### config.mk
export PLATFORM = sky130hd
export DESIGN_NAME = dde_deser_flat
export DESIGN_NICKNAME = d
export VERILOG_FILES = /design/src/rtl/dde_pkg.sv /design/src/rtl/dde_deser_if.sv /design/src/rtl/dde_fifo.sv /design/src/rtl/dde_deser.sv /design/src/flat_wrapper.sv
export SDC_FILE = /design/constraint.sdc
export NUM_CORES = 1
export LEC_CHECK = 0
export ABC_AREA = 1
export BUFFER_PORTS_ARGS = -buffer_cell sky130_fd_sc_hd__clkbuf_2
export CELL_PAD_IN_SITES_DETAIL_PLACEMENT = 1
export CELL_PAD_IN_SITES_GLOBAL_PLACEMENT = 1
export CORE_MARGIN = 10
export CORE_UTILIZATION = 30
export DETAILED_ROUTE_END_ITERATION = 10
export GPL_TIMING_DRIVEN = 0
export PLACE_DENSITY = 0.53
export SLEW_MARGIN = 15
export SYNTH_ARGS = -nofsm -noshare
export SYNTH_HDL_FRONTEND = slang
export SYNTH_SLANG_ARGS = --single-unit
### constraint.sdc
create_clock -name clk -period 2.75 [get_ports clk]
set_input_delay 0.4125 -clock clk [delete_from_list [all_inputs] [get_ports clk]]
set_output_delay 0.4125 -clock clk [all_outputs]
set_load 0.01 [all_outputs]
### src/rtl/dde_pkg.sv
// Shared types and helpers for the dual-edge deserializer.
package dde_pkg;

  // Word-assembly FSM states.
  typedef enum logic {
    IDLE = 1'b0,
    ASM  = 1'b1
  } state_t;

  // Default word width and the matching number of bit pairs per word.
  localparam int WORD_W_DEF = 8;
  localparam int PAIRS      = WORD_W_DEF / 2;

  // Ceiling log2 for elaboration-time sizing.
  function automatic int clog2(input int n);
    int r;
    r = 0;
    while ((1 << r) < n) r = r + 1;
    return r;
  endfunction

  // Pair-counter width; never narrower than one bit.
  function automatic int cnt_w(input int pairs);
    return (clog2(pairs) < 1) ? 1 : clog2(pairs);
  endfunction

endpackage

### src/rtl/dde_deser_if.sv
// Output word stream of the deserializer.
// Handshake: a word transfers on a rising clk edge where out_valid and
// out_ready are both 1. out_valid never depends on out_ready, and out_data
// stays stable while out_valid=1 and the word has not transferred.
interface dde_deser_if #(
  parameter int WORD_W = 8
) ();
  logic              out_valid;
  logic              out_ready;
  logic [WORD_W-1:0] out_data;

  modport master (output out_valid, output out_data, input out_ready);
  modport slave  (input out_valid, input out_data, output out_ready);
endinterface

### src/rtl/dde_fifo.sv
// Small first-word-fall-through FIFO with a registered head word.
module dde_fifo
  import dde_pkg::*;
#(
  parameter int WORD_W = 8,
  parameter int DEPTH  = 2
) (
  input  logic              clk,
  input  logic              rst_n,
  input  logic              push_i,
  input  logic [WORD_W-1:0] push_data_i,
  input  logic              pop_i,
  output logic [WORD_W-1:0] head_o,
  output logic              empty_o,
  output logic              full_o
);

  localparam int AW = clog2(DEPTH);

  logic [WORD_W-1:0] mem_q [DEPTH];
  logic [AW:0]       wr_q, wr_d;
  logic [AW:0]       rd_q, rd_d;
  logic [WORD_W-1:0] head_q, head_d;
  logic              pop_ok;
  logic              push_ok;

  // Extra pointer MSB distinguishes full from empty when indices match.
  assign empty_o = (wr_q == rd_q);
  assign full_o  = (wr_q[AW] != rd_q[AW]) && (wr_q[AW-1:0] == rd_q[AW-1:0]);

  // A pop on the same edge frees a slot, so a push into a full FIFO succeeds.
  assign pop_ok  = pop_i && !empty_o;
  assign push_ok = push_i && (!full_o || pop_ok);

  // Next pointers and next head word; a word written this edge that becomes
  // the head is forwarded directly since the array is not updated yet.
  always_comb begin
    wr_d   = wr_q + (AW+1)'(push_ok);
    rd_d   = rd_q + (AW+1)'(pop_ok);
    head_d = mem_q[rd_d[AW-1:0]];
    if (wr_d == rd_d) begin
      head_d = '0;
    end else if (push_ok && (wr_q[AW-1:0] == rd_d[AW-1:0])) begin
      head_d = push_data_i;
    end
  end

  // Storage array write.
  always_ff @(posedge clk) begin
    if (push_ok) mem_q[wr_q[AW-1:0]] <= push_data_i;
  end

  // Pointers and registered head.
  always_ff @(posedge clk or negedge rst_n) begin
    if (!rst_n) begin
      wr_q   <= '0;
      rd_q   <= '0;
      head_q <= '0;
    end else begin
      wr_q   <= wr_d;
      rd_q   <= rd_d;
      head_q <= head_d;
    end
  end

  assign head_o = head_q;

endmodule

### src/rtl/dde_deser.sv
// Dual-edge deserializer: captures one bit per clk edge, assembles framed
// words on posedge and queues them for a valid/ready consumer.
module dde_deser
  import dde_pkg::*;
#(
  parameter int WORD_W = 8,
  parameter int DEPTH  = 2
) (
  input  logic        clk,
  input  logic        rst_n,
  input  logic        din,
  input  logic        din_en,
  input  logic        sof,
  input  logic        clr_err,
  output logic        ovf,
  output logic        frm_err,
  output state_t      dbg_state,
  dde_deser_if.master out_if
);

  localparam int NP = WORD_W / 2;
  localparam int CW = cnt_w(NP);
  localparam logic [CW-1:0] LAST = CW'(NP - 1);

  logic              p_bit_q, n_bit_q, en_q, sof_q;
  state_t            state_q, state_d;
  logic [CW-1:0]     cnt_q, cnt_d;
  logic [WORD_W-1:0] shreg_q, shreg_d;
  logic              push;
  logic              frm_set;
  logic              ovf_set;
  logic              fifo_empty, fifo_full;
  logic [WORD_W-1:0] fifo_head;
  logic [1:0]        pair;

  // Rising-edge capture: first bit of the pair plus its qualifiers.
  always_ff @(posedge clk or negedge rst_n) begin
    if (!rst_n) begin
      p_bit_q <= 1'b0;
      en_q    <= 1'b0;
      sof_q   <= 1'b0;
    end else begin
      p_bit_q <= din;
      en_q    <= din_en;
      sof_q   <= sof & din_en;
    end
  end

  // Falling-edge capture: second bit of the pair.
  always_ff @(negedge clk or negedge rst_n) begin
    if (!rst_n) n_bit_q <= 1'b0;
    else        n_bit_q <= din;
  end

  // The earlier (rising-edge) bit lands in the lower position.
  assign pair = {n_bit_q, p_bit_q};

  // Word assembly: next state, pair slot, word completion and framing error.
  always_comb begin
    state_d = state_q;
    cnt_d   = cnt_q;
    shreg_d = shreg_q;
    push    = 1'b0;
    frm_set = 1'b0;
    if (en_q) begin
      case (state_q)
        IDLE: begin
          if (sof_q) begin
            shreg_d      = '0;
            shreg_d[1:0] = pair;
            cnt_d        = CW'(1);
            state_d      = ASM;
          end
        end
        ASM: begin
          if (sof_q) begin
            if (cnt_q != '0) frm_set = 1'b1;
            shreg_d      = '0;
            shreg_d[1:0] = pair;
            cnt_d        = CW'(1);
          end else begin
            // A fresh word starts from a clean register.
            if (cnt_q == '0) shreg_d = '0;
            shreg_d[{cnt_q, 1'b0} +: 2] = pair;
            if (cnt_q == LAST) begin
              push  = 1'b1;
              cnt_d = '0;
            end else begin
              cnt_d = cnt_q + CW'(1);
            end
          end
        end
        default: state_d = IDLE;
      endcase
    end
  end

  // FSM state, pair counter and shift register.
  always_ff @(posedge clk or negedge rst_n) begin
    if (!rst_n) begin
      state_q <= IDLE;
      cnt_q   <= '0;
      shreg_q <= '0;
    end else begin
      state_q <= state_d;
      cnt_q   <= cnt_d;
      shreg_q <= shreg_d;
    end
  end

  // A completed word is lost only if the FIFO is full and not popping.
  assign ovf_set = push && fifo_full && !(out_if.out_ready && !fifo_empty);

  // Sticky error flags; a set event wins over a same-edge clear.
  always_ff @(posedge clk or negedge rst_n) begin
    if (!rst_n) begin
      ovf     <= 1'b0;
      frm_err <= 1'b0;
    end else begin
      if (ovf_set)      ovf <= 1'b1;
      else if (clr_err) ovf <= 1'b0;
      if (frm_set)      frm_err <= 1'b1;
      else if (clr_err) frm_err <= 1'b0;
    end
  end

  dde_fifo #(
    .WORD_W (WORD_W),
    .DEPTH  (DEPTH)
  ) u_fifo (
    .clk         (clk),
    .rst_n       (rst_n),
    .push_i      (push),
    .push_data_i (shreg_d),
    .pop_i       (out_if.out_ready),
    .head_o      (fifo_head),
    .empty_o     (fifo_empty),
    .full_o      (fifo_full)
  );

  assign out_if.out_valid = !fifo_empty;
  assign out_if.out_data  = fifo_head;
  assign dbg_state        = state_q;

endmodule

### src/flat_wrapper.sv
// flat-port wrapper written by rule: the top's interface ports become plain ports
module dde_deser_flat import dde_pkg::*;
#(
  parameter int WORD_W = 8,
  parameter int DEPTH  = 2
)
  (clk, rst_n, din, din_en, sof, clr_err, ovf, frm_err, dbg_state, out_if_out_valid, out_if_out_data, out_if_out_ready);
  dde_deser_if #(.WORD_W(WORD_W)) out_if_i ();
  input  logic clk;
  input  logic rst_n;
  input  logic din;
  input  logic din_en;
  input  logic sof;
  input  logic clr_err;
  output logic ovf;
  output logic frm_err;
  output state_t dbg_state;
  output wire logic [$bits(out_if_i.out_valid)-1:0] out_if_out_valid;
  output wire logic [$bits(out_if_i.out_data)-1:0] out_if_out_data;
  input wire logic [$bits(out_if_i.out_ready)-1:0] out_if_out_ready;
  assign out_if_out_valid = out_if_i.out_valid;
  assign out_if_out_data = out_if_i.out_data;
  assign out_if_i.out_ready = out_if_out_ready;
  dde_deser #(.WORD_W(WORD_W), .DEPTH(DEPTH)) u_core (.clk(clk), .rst_n(rst_n), .din(din), .din_en(din_en), .sof(sof), .clr_err(clr_err), .ovf(ovf), .frm_err(frm_err), .dbg_state(dbg_state), .out_if(out_if_i));
endmodule
==> summary.md <==
| Metric | Value |
|---|---|
| Status | `completed` |
| Fin. Hold Viols | `0` |
| CTS Buf Count | `5` |
| Detailed Route WL | `4.47 mm` |
| Root Buffer | `clkbuf_8` |
| Pre-CTS setup slack | `0.0743 ns` |
| Row count | `30` |
| Slew margin rel. | `49.9%` |
| # nets final | `262` |
| CTS Sinks | `45` |
| Simple-gate share of the synthesized area | `23.2%` |
| Post-synthesis mux area share | `3.80%` |
| Arr. time, crit path | `2.80 ns` |
| Largest family of logic cells by synthesized area | `simple AND/OR/NAND/NOR gates` |
| Area Growth Syn to Fin | `14.9%` |
| Clock slew seen by the registers of the worst setup and hold paths | `0.10 ns` |
| Total gr overflow | `0` |
| CTS Hold Bufs | `0` |
| Worst min path class | `in2async` |
| Initial detailed-routing violation count | `22` |
| Synth unique cells | `24` |
| R2R setup slack | `0.19 ns` |
| Leakage power | `1.26 nW` |
| Post-Synth Adder-Cell Area | `4.76%` |
| Drt via density | `4.25` |
| Unrepaired setup endpoints after global routing | `no` |
| Startpoint class of the critical path | `flip-flop` |
| Synth Area in Compound Gates | `2.20%` |
| H-tree levels | `2` |
| Post-synth top area cell | `dfrtp_1` |
| Final max-slew violation count | `0` |
| Die X | `104 um` |
| DP Area | `0.00231 mm2` |
| Worst-case reg-to-reg path depth | `8` |
| Detail Route Antenna Nets | `0` |
| Share of cells above drive strength 1 | `14.1%` |
| Max IR drop VDD | `0.000305 V` |
| Top cells by area, synth | `dfrtp_1 33%, edfxtp_1 23%, nand2_1 11%` |
| # Max-Cap Violations | `0` |
| Power per Cell Area | `988 mW/mm2` |
| GP Congestion | `0.790` |
| CTS tree | `yes` |
| Worst Tran Pin Value | `0.752 ns` |
| Layout Skew | `0.00938 ns` |
| Initial Util | `31.0%` |
| YS warnings | `0` |
| Mapped Area | `0.00210 mm2` |
| Final setup viols | `0` |
| Xor/xnor cell area share of the yosys netlist | `1.66%` |
| Total GRT Usage | `8.83%` |
| Setup TNS | `0 ns` |
| Final Cell Area | `0.00242 mm2` |
| Crit end category | `flip-flop` |
| CP peak stage delay | `0.42 ns` |
| Io pins | `19` |
| Vias | `1,461` |
| Post-synth top area share | `33.3%` |
| Die Span Y | `104 um` |
| Seq/Total Area, Yosys | `57.3%` |
| First-pass GRT wire length | `7.95 mm` |
| Mapped Cells | `221` |
| Final worst slack | `0.186 ns` |
| CP Data Required Time | `2.98 ns` |
| Detail Placement HPWL | `3.32 mm` |
| Worst Setup Path Type | `reg2reg` |
| Vias in the first global route | `1,580` |
| Syn nets | `236` |
| 1st-pass router iterations | `4` |
| Crit. path cell count | `8` |
| Remaining DRCs | `0` |
| N_diodes | `0` |
| #FFs+latches synth | `45` |
| Number of port buffers | `18` |
| Die Area | `0.0108 mm2` |
| Maximum clock insertion buffer count | `2` |
| Crit-path max FO | `4` |
| WL/cell | `13.0 um` |
| CP cell instances | `inv_1, nor2_1, nand3_1, nand2_1, nand2_1, nand2_1, nor2_1, nor2_1` |
| Fill cells | `790` |
| Initial antenna violation count | `0` |
| Slowest stage cell, crit path | `dfrtn_1` |
| Family with the most delay on the worst path | `simple AND/OR/NAND/NOR gates` |
| Worst Path Buf+Inv | `1` |
| Core ar. | `0.00679 mm2` |
| Largest net degree at the start of global routing | `30` |
| Clock latency on the worst-skew pair | `0.30 ns` |
| Syn Area/Cell | `9.52 um2` |
==> final cells by class <==
| class | count | area (um2) | share of cell area, % |
|---|---|---|---|
| flip-flops and latches | 45 | 1210 | 49.9 |
| multi-input cells | 141 | 752 | 31.1 |
| inverters | 33 | 124 | 5.12 |
| well taps | 96 | 120 | 4.97 |
| repair buffers | 19 | 97.6 | 4.04 |
| clock buffers | 5 | 68.8 | 2.85 |
| clock inverters | 3 | 25.0 | 1.03 |
| plain buffers | 2 | 25.0 | 1.03 |
==> cell usage in the layout, fill, tap and decap left out, types with 5 or more instances in the layout <==
master    instances
clkbuf_2         18
clkbuf_8          6
dfrtp_1          28
edfxtp_1         16
ha_1              7
inv_1            32
mux2i_1           8
nand2_1          64
nand3_1          17
nor2_1           22
o21ai_0           5
==> through the flow <==
stage / cells / util [%] / power [W] / hold slack, ns
after floorplan: 221 / - / 0.00171 / 0.117
after CTS: 343 / 35.5 / 0.00244 / 0.210
after global placement: 335 / 34.1 / 0.00199 / 0.508
after detailed placement: 335 / 34.1 / 0.00200 / 0.516
after global routing: 344 / 35.6 / 0.00264 / 0.218
final: 344 / 35.6 / 0.00239 / 0.163
==> path summary, 6_finish.rpt <==
path | from | to
setup / recovery | u_core.n_bit_q | u_core.u_fifo.head_o[1]
hold / removal | rst_n | u_core.u_fifo.head_o[7]
setup reg to reg | u_core.n_bit_q | u_core.u_fifo.head_o[1]
hold reg to reg | u_core.frm_err | u_core.frm_err
max in group asynchronous | rst_n | u_core.n_bit_q
min in group clk | din | u_core.p_bit_q
==> cell usage after synthesis <==
master,number
nor3_1,3
o21ai_1,1
edfxtp_1,16
nor2_4,2
inv_1,32
nand3_4,1
dfrtp_1,28
mux2i_1,8
ha_1,8
dfrtn_1,1
nand2b_1,1
inv_2,1
o22ai_1,1
o21ai_0,5
nor2_1,22
xnor2_1,1
buf_6,1
xor2_1,3
nand2_4,1
a21oi_1,2
nand2_1,64
nand3_1,17
nand3b_1,1
clkbuf_8,1
==> metal layers <==
metal | share of wire (%) | routed length [um] | global-route usage (%) | vias to the layer above
met1 | 49 | 2200 | 11.5 | 692
met4 | 0.98 | 44 | 2.68 | 0
met2 | 46 | 2050 | 13.9 | 22
met5 | 0 | 0 | 0 | -
met3 | 3.9 | 173 | 2.42 | 4
li1 | - | - | - | 743
==> report_power, final <==
part           total (W)  leakage [nW]  switching [W]  internal, W
registers       0.000955         0.512      0.0000837     0.000872
logic            0.00101         0.700       0.000625     0.000382
clock network   0.000427        0.0447       0.000244     0.000184
total            0.00239          1.26       0.000952      0.00144
==> registers in the layout (all words and copies together), names as in the netlist, 2 cells and up <==
register              cells
u_core.cnt_q              2
u_core.shreg_q            8
u_core.u_fifo.head_o      8
u_core.u_fifo.mem_q      16
u_core.u_fifo.rd_q        2
u_core.u_fifo.wr_q        2
==> timing repair <==
item	CTS	global route
buffers inserted	0	1
resized for setup	0	1
endpoints found under the setup margin	0	8
==> cells by family (layout without fill, tap and decap cells) <==
kind of cell / after synthesis / in the layout
and+or+nand+nor: 112 / 112
DFF: 45 / 45
buffers and inverters: 35 / 62
AOI/OAI and AO/OA: 9 / 9
adders and majority gates: 8 / 8
muxes: 8 / 8
xor gates and xnor gates: 4 / 4
No activity file was read; power rests on OpenSTA's default activity.
